[config.mk]
export PLATFORM = sky130hd
export DESIGN_NAME = or_64_unit
export DESIGN_NICKNAME = d
export VERILOG_FILES = /design/src/rtl/or_64_unit.sv
export SDC_FILE = /design/constraint.sdc
export NUM_CORES = 1
export LEC_CHECK = 0
export BUFFER_PORTS_ARGS = -buffer_cell sky130_fd_sc_hd__buf_2
export CAP_MARGIN = 20
export CORE_AREA = 2 2 104 106
export DETAILED_ROUTE_END_ITERATION = 16
export DIE_AREA = 0 0 106 108
export GPL_TIMING_DRIVEN = 0
export PLACE_DENSITY = 0.65
export SYNTH_ARGS = -nofsm -noshare
export SYNTH_HDL_FRONTEND = slang
export SYNTH_SLANG_ARGS = --single-unit
[constraint.sdc]
create_clock -name clk -period 1.4 [get_ports clk]
set_clock_uncertainty 0.2 [all_clocks]
set_input_delay 0 -clock clk [delete_from_list [all_inputs] [get_ports clk]]
set_output_delay 0 -clock clk [all_outputs]
set_load 0.03 [all_outputs]
[src/rtl/or_64_unit.sv]
// 64-bit bitwise OR slice: combinational Y plus a one-stage registered copy with valid and flags.
// Optional population count of the registered result is enabled by defining OR64_POPCNT_EN.
module or_64_unit #(
   parameter int unsigned WIDTH = 64
) (
   input  logic             clk,
   input  logic             rst,
   input  logic [WIDTH-1:0] A,
   input  logic [WIDTH-1:0] B,
   input  logic             in_valid,
   output logic [WIDTH-1:0] Y,
   output logic [WIDTH-1:0] Y_q,
   output logic             out_valid,
   output logic             zero_q,
   output logic             ones_q,
   output logic [6:0]       popcnt_q
);

   logic [WIDTH-1:0] y_w;
   logic [WIDTH-1:0] y_d, y_q;
   logic             valid_q;
   logic             zero_d, zero_flag_q;
   logic             ones_d, ones_flag_q;

   // One OR cell per bit.
   for (genvar gi = 0; gi < WIDTH; gi++) begin : g_or_cell
      assign y_w[gi] = A[gi] | B[gi];
   end

   assign Y = y_w;

   always_comb begin
      y_d    = y_q;
      zero_d = zero_flag_q;
      ones_d = ones_flag_q;
      if (in_valid) begin
         y_d    = y_w;
         zero_d = ~|y_w;
         ones_d = &y_w;
      end
   end

   always_ff @(posedge clk) begin
      if (rst) begin
         y_q         <= '0;
         valid_q     <= 1'b0;
         zero_flag_q <= 1'b0;
         ones_flag_q <= 1'b0;
      end else begin
         y_q         <= y_d;
         valid_q     <= in_valid;
         zero_flag_q <= zero_d;
         ones_flag_q <= ones_d;
      end
   end

   assign Y_q       = y_q;
   assign out_valid = valid_q;
   assign zero_q    = zero_flag_q;
   assign ones_q    = ones_flag_q;

`ifdef OR64_POPCNT_EN
   logic [1:0] s1 [32];
   logic [2:0] s2 [16];
   logic [3:0] s3 [8];
   logic [4:0] s4 [4];
   logic [5:0] s5 [2];
   logic [6:0] pc_w, pc_d, pc_q;

   // Balanced adder tree: each level sums adjacent pairs, widening by one bit.
   for (genvar gi = 0; gi < 32; gi++) begin : g_l1
      assign s1[gi] = {1'b0, y_w[2*gi]} + {1'b0, y_w[2*gi+1]};
   end
   for (genvar gi = 0; gi < 16; gi++) begin : g_l2
      assign s2[gi] = {1'b0, s1[2*gi]} + {1'b0, s1[2*gi+1]};
   end
   for (genvar gi = 0; gi < 8; gi++) begin : g_l3
      assign s3[gi] = {1'b0, s2[2*gi]} + {1'b0, s2[2*gi+1]};
   end
   for (genvar gi = 0; gi < 4; gi++) begin : g_l4
      assign s4[gi] = {1'b0, s3[2*gi]} + {1'b0, s3[2*gi+1]};
   end
   for (genvar gi = 0; gi < 2; gi++) begin : g_l5
      assign s5[gi] = {1'b0, s4[2*gi]} + {1'b0, s4[2*gi+1]};
   end
   assign pc_w = {1'b0, s5[0]} + {1'b0, s5[1]};

   always_comb begin
      pc_d = pc_q;
      if (in_valid) pc_d = pc_w;
   end

   always_ff @(posedge clk) begin
      if (rst) pc_q <= '0;
      else     pc_q <= pc_d;
   end

   assign popcnt_q = pc_q;
`else
   assign popcnt_q = 7'd0;
`endif

endmodule

==> results.md, run 1 <==
* Clock slew at reported path FFs at 0.07 ns
* Total chip power at between 0.005 and 0.006 W
* Yosys top cell area share at 44.15%
* YS warnings at 0
* Number of port buffers at 261
* Placed cells at 810
* First-pass GRT wire length at 19,180 um
* Final cell count without fillers at 891
* Hold Vio Cnt, Final at 9
* Mapped Cells at 407
* Wl on met1 at between 5000 and 6000 um
* Core Util, Final at 53.26%
* DRC at 0
* R2R Setup Slk at 0.48 ns
* GPL Wtd Cong at 0.7866
* Drt first pass iters at 4
* CP arrival at between 1 and 1.5 ns
* Worst-Margin Slew at 0.6759 ns
* Via count at 4,179
* Commonest non-fill, non-tap cell in the layout: buf_2
* Total length of routed met3 wires at between 900 and 1000 um
* Layout area overhead at 79.37%
* Post-CTS setup buffer count at 0
* Setup Crit Path Kind: in2reg
* Share of cells above drive strength 1 at 41.32%
* Sequential area share after synthesis at 44.15%
* Commonest non-fill, non-tap cells in the layout: 267 x buf_2, 119 x nor2_1, 67 x dfxtp_1
* Starting Density at 29.69%
* Crit-path max FO at 3
* Maxcap violations at 0
* Antenna cell count at 0
* H-tree depth at 3
* Top Ports at 269
* Die area at 11,450 um2
* DIE HEIGHT at approximately 110 um
* Worst IR drop on VDD at 0.4319 mV
* Largest cells by area after synthesis: dfxtp_1 44%, nor2_1 16%, a211oi_1 16%
* Min-Delay Path Depth at 3
* Fin. max-slew vios at 0
* Die Span X at between 100 and 150 um
* Tmin final at 1.348 ns
* Crit path capture: out_valid
* Setup-failing EPs final at 0
* CTS max path bufs at 2
* Initial DRC Count at approximately 160
* FF-to-FF End: Y_q[12]
* Reg2reg start: Y_q[12]
* WL final at 13,290 um
* Synth cell types at 18
* Crit path capture type: register
* Met2 WL post-DR at 6765 um
* Hold WS at -0.1654 ns
* Failing checks: hold timing
* Per-cell routed wire length at 14.91 um
* Grt total ovfl at 0
* Status: complete, but fails checks
* CP startpoint: rst
* Number of synthesized register bits at 67
* CTS tree: done
* Worst hold path type: in2reg
* Max Freq at 741.9 MHz
* Power density cells at 942.3 nW/um2
* Synthesized area per cell at 7.464 um2
* Initial antenna violation count at 0
* Core area at 10,230 um2
* Final cycle utilization of the critical path at ~96%
* Leakage power at 2.692 nW
* Rel. slew slack at 54.94%
* Cell Area, Synth at 3038 um2
* Clk root buf: clkbuf_8
* Final ANT Viol Nets at 0
* CP startpoint kind: primary input
* Total Routing Usage GR at 21.29%
* DR top layer: met4
* Synth area leader: dfxtp_1
* RSZ-0062 raised after global routing: false
* Vias in the first global route at 3,865
* Number of buffers created by CTS at 9
* # clock sinks at between 60 and 70
* FF-to-FF path depth at 2
* DP HPWL at 9943 um
* Largest net degree at the start of global routing at 11
* Worst EP required at roughly 1.5 ns
* Worst skew pair latency at 0.33 ns
* Via/cell ratio at 4.690
* Nets at 882
* FP Rows at 37
==> Yosys cell counts, drive strengths merged <==
master,instances
a211oi,64
a22o,1
buf,17
clkbuf,11
conb,1
dfxtp,67
inv,64
nand2,4
nand3,2
nand4,19
nor2,130
nor2b,1
nor3,3
nor4,23
==> worst min path at each step <==
stage | to | slack (ns) | from
after floorplan | out_valid | -0.12 | rst
after global placement | out_valid | 0.02 | rst
after detailed placement | out_valid | 0.02 | rst
after CTS | Y_q[62] | -0.15 | A[62]
after global routing | Y_q[50] | -0.14 | A[50]
final | Y_q[52] | -0.17 | A[52]
==> final cells by class <==
cell class                      instances  area (um2)
Tap cell                              136       170.2
Inverter                               64       240.2
Clock buffer                           12       145.1
Clock inverter                          3       15.01
Buffer                                 28       142.6
Timing Repair Buffer                  327        1969
Multi-Input combinational cell        254        1425
Fill cell                            1022        4782
Sequential cell                        67        1341
==> sequential cells by signal (all words and copies together), names as in the netlist <==
register   flops
ones_q         1
zero_q         1
out_valid      1
Y_q           64
==> power breakdown <==
| part | leakage, nW | internal, W | total [W] | switching (W) |
|---|---|---|---|---|
| registers | 0.559 | 0.00205 | 0.00212 | 0.0000721 |
| logic | 2.05 | 0.000580 | 0.00162 | 0.00104 |
| clock network | 0.0860 | 0.000675 | 0.00140 | 0.000721 |
| total | 2.69 | 0.00330 | 0.00513 | 0.00183 |
==> critical path, stage by stage <==
cell and delay [ns]:
buf_2 0.10, dlygate4sd3_1 0.59, nor2b_2 0.17, dlygate4sd3_1 0.57
==> cell families after synthesis <==
kind of cell,count (synthesis),share of synthesized area (%)
buffers and inverters,92,12.60
and+or+nand+nor,182,27.02
other,1,0.1234
AOI/OAI and AO/OA,65,16.10
DFF,67,44.15
==> repair_timing <==
item | CTS | global route
hold buffers | 33 | 38
endpoints found under the hold margin | 67 | 44
pin swaps | 0 | 1
gates resized for setup | 1 | 22
endpoints found under the setup margin | 1 | 6
cloned | 0 | 0
==> metal layers <==
metal	GRT usage, %	up-vias
li1	-	2064
met1	25.15	1910
met2	39.03	185
met3	4.159	20
met4	6.485	0
met5	0	-
==> per-stage QoR <==
stage	setup WS, ns	instance area [um2]	TNS (ns)	hold WS (ns)
after CTS	0.001699	5034	0	-0.1517
after floorplan	0.3273	3060	0	-0.1162
final	0.05213	5449	0	-0.1654
after detailed placement	-0.4117	4537	-4.682	0.02211
after global routing	0.005331	5449	0	-0.1410
after global placement	-0.4011	4537	-3.010	0.01964
No activity file was read; power rests on OpenSTA's default activity.
==> run 2: changes to the inputs <==
BUFFER_PORTS_ARGS = unset   (was -buffer_cell sky130_fd_sc_hd__buf_2)
CORE_AREA = 2 2 103 105   (was 2 2 104 106)
DIE_AREA = 0 0 105 107   (was 0 0 106 108)
DONT_BUFFER_PORTS = 1   (was unset)
PLACE_DENSITY = unset   (was 0.65)
==> run 2 against run 1 <==
  * The flow still finishes with violations (hold timing)
  * Sequential power is 15% higher
  * Clock power is 26% higher
  * Design area is 25% lower
  * Die area is 1.9% lower
  * Sequential cell count stayed put
  * Critical path type unchanged
  * Largest cell class is now multi-input gates
  * Highest routed layer unchanged
==> results.md, run 2 (synthesis results as in run 1) <==
* H-tree depth at 3 (unchanged)
* Die Span X at 105 um (was 106 um)
* Worst IR drop on VDD at 0.5329 mV (was 0.4319 mV)
* Worst hold path type: in2reg (unchanged)
* Internal power at 0.003328 W (was 0.003304 W)
* Commonest non-fill, non-tap cells in the layout: 118 x nor2_1, 67 x dfxtp_1, 64 x a211oi_1 (was 267 x buf_2, 119 x nor2_1, 67 x dfxtp_1)
* Final cycle utilization of the critical path at 99.83% (was 96.28%)
* Commonest non-fill, non-tap cell in the layout: nor2_1 (was buf_2)
* Antenna cell count at 0 (unchanged)
* Register share of total power at 47.8% (was 41.3%)
* Crit path capture type: register (unchanged)
* Design area at 4081 um2 (was 5449 um2)
* CP arrival at 1.49 ns (was 1.42 ns)
* Per-cell routed wire length at 19.20 um (was 14.91 um)
* Crit-path max FO at 4 (was 3)
* Starting Density at 30.10% (was 29.69%)
* # clock sinks at 67 (unchanged)
* GPL Wtd Cong at 0.7816 (was 0.7866)
* Area after DPL at 3231 um2 (was 4537 um2)
* Power density cells at 1247 nW/um2 (was 942.3 nW/um2)
* Layout area overhead at 34.35% (was 79.37%)
* Setup-failing EPs final at 0 (unchanged)
* Hold Vio Cnt, Final at 26 (was 9)
* Net Sw Power at 0.001762 W (was 0.001830 W)
* Largest net degree at the start of global routing at 12 (was 11)
* FF-to-FF path depth at 2 (unchanged)
* Drt first pass iters at 6 (was 4)
* WL final at 11,900 um (was 13,290 um)
* Vias in the first global route at 2,992 (was 3,865)
* Setup Crit Path Kind: in2reg (unchanged)
* Maxcap violations at 0 (unchanged)
* Switching part of the total power at 34.62% (was 35.65%)
* Status: complete, but fails checks (unchanged)
* Fin. max-slew vios at 0 (unchanged)
* Tmin final at 1.398 ns (was 1.348 ns)
* Clk root buf: clkbuf_8 (unchanged)
* Total chip power at 0.005090 W (was 0.005134 W)
* Max Freq at 715.5 MHz (was 741.9 MHz)
* Setup TNS at 0 ns (unchanged)
* DRC at 0 (unchanged)
* Hold WS at -0.2157 ns (was -0.1654 ns)
* Combinational Power Share at 17.4% (was 31.5%)
* Via count at 3,181 (was 4,179)
* Dpl ws at -0.4847 ns (was -0.4117 ns)
* DP HPWL at 8827 um (was 9943 um)
* Worst skew pair latency at 0.33 ns (about the same)
* CTS max path bufs at 2 (unchanged)
* Rel. slew slack at 63.23% (was 54.94%)
* Die area at 11,240 um2 (was 11,450 um2)
* Final ANT Viol Nets at 0 (unchanged)
* CTS tree: done (unchanged)
* Core area at 10,090 um2 (was 10,230 um2)
* Leakage power at 1.600 nW (was 2.692 nW)
* Total Routing Usage GR at 19.70% (was 21.29%)
* Clock power frac at 34.8% (was 27.2%)
* Worst setup margin at 0.002391 ns (was 0.05213 ns)
* Initial DRC Count at 262 (was 157)
* FP Rows at 37 (unchanged)
* Number of flip-flops in the largest register at 64 (unchanged)
* Min-Delay Path Depth at 2 (was 3)
* Worst-Margin Slew at 0.5515 ns (was 0.6759 ns)
* Grt total ovfl at 0 (unchanged)
* Nets at 610 (was 882)
* Failing checks: hold timing (unchanged)
* Clock slew at reported path FFs at 0.08 ns (was 0.07 ns)
* Top Ports at 269 (unchanged)
* First-pass GRT wire length at 16,950 um (was 19,180 um)
* CP startpoint kind: primary input (unchanged)
* Initial antenna violation count at 0 (unchanged)
* Number of buffers created by CTS at 9 (unchanged)
* Number of port buffers at 0 (was 261)
* DIE HEIGHT at 107 um (was 108 um)
* Share of cells above drive strength 1 at 11.57% (was 41.32%)
* Via/cell ratio at 5.131 (was 4.690)
* Layout fillers at 1,049 (was 1,022)
* Worst EP required at 1.49 ns (was 1.48 ns)
==> run 2: cell count changes in the layout (fill, tap and decap cells not counted), moves of 2 or more <==
cell,delta
inv_1,-3
a211oi_2,-2
nor2_4,-2
dlygate4sd3_1,-10
bufinv_16,+2
a211oi_1,+2
buf_2,-261
nor2_2,+3
inv_2,+3
==> run 2: repair_timing <==
item / in CTS / in global routing
endpoints found under the hold margin: 67 / 28
pin swaps: 0 / 4
hold buffers: 53 / 2
endpoints found under the setup margin: 1 / 2
gates resized for setup: 1 / 24
setup buffers: 0 / 0
==> run 2: critical path, stage by stage <==
cell,delay (ns)
dlygate4sd3_1,0.57
nor2_2,0.07
nor4_1,0.32
nand4_1,0.16
nor3_2,0.22
a22o_1,0.15
==> run 2: through the flow <==
| stage | instances | util, % | hold WS (ns) |
|---|---|---|---|
| after global placement | 549 | 32.01 | -0.1005 |
| after detailed placement | 549 | 32.01 | -0.1045 |
| after global routing | 620 | 40.44 | -0.2415 |
| after floorplan | 413 | - | -0.1162 |
| final | 620 | 40.44 | -0.2157 |
| after CTS | 618 | 39.40 | -0.2363 |
==> run 2: power groups by stage <==
stage,Sequential (W),Combinational [W],Clock [W]
floorplan,0.00244,0.000607,0
global placement,0.00247,0.000732,0
detailed placement,0.00248,0.000742,0
CTS,0.00243,0.000863,0.00182
global route,0.00245,0.000953,0.00191
finish,0.00243,0.000885,0.00177
==> run 2: metal layers <==
metal  global-route usage, %  up-vias  routed length [um]
met5                       0        -                   0
met4                   4.190        0                  73
met3                   5.167        7                 733
met2                   35.67      180                6207
met1                   23.38     1486                4886
li1                        -     1508                   -
==> run 2: final cells by class <==
class                           count  area, um2  area share, %
Buffer                             28      142.6          3.495
Tap cell                          136      170.2          4.169
Timing Repair Buffer               55      550.5          13.49
Clock inverter                      5      77.57          1.901
Clock buffer                       11      131.4          3.219
Sequential cell                    67       1341          32.86
Inverter                           64      240.2          5.886
Multi-Input combinational cell    254       1428          34.98
==> run 2: final timing paths <==
kind / start / endpoint / slack (ns)
hold reg to reg: zero_q / zero_q / 0.42
setup / recovery: A[46] / ones_q / 0.002
hold / removal: A[37] / Y_q[37] / -0.22
setup reg to reg: Y_q[57] / Y_q[57] / 0.19
==> run 3: changes to the inputs <==
CORE_AREA = 5 5 101 103   (was 2 2 103 105)
DIE_AREA = 0 0 106 108   (was 0 0 105 107)
==> run 3 against run 2 <==
  * The run still ends with hold timing left
  * Design area down 2.6%
  * Worst setup slack better by 0.030 ns
  * Global-route usage up 0.14 points
  * Core utilization up 3.2 points
  * Combinational power down 1%
  * Non-clock buffer count down 3
  * Critical endpoint is now zero_q
==> results.md, run 3 (synthesis results as in run 1) <==
* Status: complete, but fails checks (unchanged)
* Failing checks: hold timing (unchanged)
* # clock sinks at 67 (unchanged)
* Combinational Power Share at 18.4% (was 17.4%)
* Via/cell ratio at 5.309 (was 5.131)
* Tmin final at 1.368 ns (was 1.398 ns)
* WL final at 12,210 um (was 11,900 um)
* Register share of total power at 51.3% (was 47.8%)
* Slowest cell on crit path: dlygate4sd3_1 (unchanged)
* Clock slew at reported path FFs at 0.08 ns (about the same)
* DP HPWL at 9424 um (was 8827 um)
* Number of flip-flops in the largest register at 64 (unchanged)
* Max Freq at 730.9 MHz (was 715.5 MHz)
* CP startpoint kind: primary input (unchanged)
* Reg2reg start: Y_q[33] (was Y_q[57])
* Worst IR drop on VDD at 0.5300 mV (was 0.5329 mV)
* Final ANT Viol Nets at 0 (unchanged)
* Layout area overhead at 30.89% (was 34.35%)
* Worst-Margin Slew at 0.5441 ns (was 0.5515 ns)
* Per-cell routed wire length at 20.63 um (was 19.20 um)
* Worst hold path type: in2reg (unchanged)
* Drt first pass iters at 4 (was 6)
* Nets at 607 (was 610)
* FP Rows at 35 (was 37)
* Top Ports at 269 (unchanged)
* Hold WS at -0.2509 ns (was -0.2157 ns)
* Commonest non-fill, non-tap cells in the layout: 116 x nor2_1, 67 x dfxtp_1, 64 x inv_1, 64 x a211oi_1, 52 x dlygate4sd3_1 (was 118 x nor2_1, 67 x dfxtp_1, 64 x a211oi_1)
* Initial DRC Count at 157 (was 262)
* Leakage power at 1.573 nW (was 1.600 nW)
* Dpl ws at -0.3344 ns (was -0.4847 ns)
* Clk root buf: clkbuf_8 (unchanged)
* Number of buffers created by CTS at 9 (unchanged)
* Starting Density at 33.35% (was 30.10%)
* Worst path max stage delay at 0.54 ns (was 0.57 ns)
* Crit-path most repeated cell: nand4_1
* Vias in the first global route at 3,203 (was 2,992)
* Worst setup margin at 0.03190 ns (was 0.002391 ns)
* CTS tree: done (unchanged)
* Crit path cell chain: dlygate4sd3_1 > nor2_1 > nand4_1 > nor4_4 > nand4_1 > nand2_1 (was dlygate4sd3_1 > nor2_2 > nor4_1 > nand4_1 > nor3_2 > a22o_1)
* DIE HEIGHT at 108 um (was 107 um)
* Die area at 11,450 um2 (was 11,240 um2)
* CP arrival at 1.45 ns (was 1.49 ns)
* DRC at 0 (unchanged)
* Maxcap violations at 0 (unchanged)
* CTS max path bufs at 2 (unchanged)
* Via count at 3,143 (was 3,181)
* Largest net degree at the start of global routing at 12 (unchanged)
* Die Span X at 106 um (was 105 um)
* Fin. max-slew vios at 0 (unchanged)
* H-tree depth at 3 (unchanged)
* Final cycle utilization of the critical path at 97.72% (was 99.83%)
* Commonest non-fill, non-tap cell in the layout: nor2_1 (unchanged)
* Clock power frac at 30.3% (was 34.8%)
* Antenna cell count at 0 (unchanged)
* CP startpoint: B[21] (was A[46])
* Crit path capture type: register (unchanged)
* Total Routing Usage GR at 19.84% (was 19.70%)
* Initial antenna violation count at 0 (unchanged)
* Rel. slew slack at 63.72% (was 63.23%)
* Hold path start: A[56] (was A[37])
* Worst skew pair latency at 0.33 ns (about the same)
* Net Sw Power at 0.001731 W (was 0.001762 W)
* First-pass GRT wire length at 17,570 um (was 16,950 um)
* Internal power at 0.003013 W (was 0.003328 W)
* Setup Crit Path Kind: in2reg (unchanged)
* Post-CTS setup buffer count at 0 (unchanged)
* Crit-path max FO at 4 (unchanged)
* Setup-failing EPs final at 0 (unchanged)
* Hold Vio Cnt, Final at 28 (was 26)
* GPL Wtd Cong at 0.7244 (was 0.7816)
* Share of cells above drive strength 1 at 11.02% (was 11.57%)
* Core area at 9109 um2 (was 10,090 um2)
* Worst EP required at 1.48 ns (was 1.49 ns)
* Number of port buffers at 0 (unchanged)
* Grt total ovfl at 0 (unchanged)
* Switching part of the total power at 36.48% (was 34.62%)
* Power density cells at 1193 nW/um2 (was 1247 nW/um2)
==> run 3: routing by layer <==
metal	vias to the layer above	routed length (um)	track usage, %	part of all wire, %
met5	-	0	0	0
li1	1500	-	-	-
met2	174	6348	36.89	52
met3	9	1022	6.328	8.4
met1	1460	4712	22.26	39
met4	0	130	4.163	1.1
==> run 3: cell type report <==
cell class | instances | area (um2)
repair buffers | 52 | 520.5
clock inverters | 4 | 26.28
well taps | 111 | 138.9
inverters | 64 | 240.2
plain buffers | 28 | 142.6
flip-flops and latches | 67 | 1341
clock buffers | 12 | 145.1
multi-input cells | 254 | 1421
fillers | 917 | 5132
==> run 3: what timing repair did <==
action	4_1_cts	5_1_grt
gates resized for setup	0	22
hold buffers	44	10
setup endpoints to repair	0	2
hold endpoints to repair	67	36
==> run 3: path summary, 6_finish.rpt <==
kind	endpoint	slack (ns)	cells past startpoint
hold reg to reg	zero_q	0.41	2
hold / removal	Y_q[56]	-0.25	2
setup / recovery	zero_q	0.03	6
setup reg to reg	Y_q[33]	0.23	2
==> run 3: power groups by stage <==
| stage | registers (W) | logic, W | clock network, W |
|---|---|---|---|
| after detailed placement | 0.00248 | 0.000742 | 0 |
| final | 0.00243 | 0.000872 | 0.00144 |
| after CTS | 0.00244 | 0.000842 | 0.00148 |
| after floorplan | 0.00244 | 0.000607 | 0 |
| after global placement | 0.00248 | 0.000730 | 0 |
| after global routing | 0.00245 | 0.000951 | 0.00157 |
==> run 3: worst max-delay path: cells and delay by family <==
| kind | cells | cell delay, ns |
|---|---|---|
| AND/OR/NAND/NOR | 5 | 0.90 |
| buffers and inverters | 1 | 0.54 |
==> run 3: per-stage QoR <==
step / setup TNS (ns) / area (um2) / total power [W] / cells / util [%]
global route: -0.01876 / 3976 / 0.004976 / 592 / 43.65
floorplan: 0 / 3060 / 0.003048 / 413 / -
CTS: 0 / 3811 / 0.004763 / 584 / 41.84
finish: 0 / 3976 / 0.004744 / 592 / 43.65
detailed placement: -0.7245 / 3199 / 0.003223 / 524 / 35.12
global placement: -0.3130 / 3199 / 0.003210 / 524 / 35.12
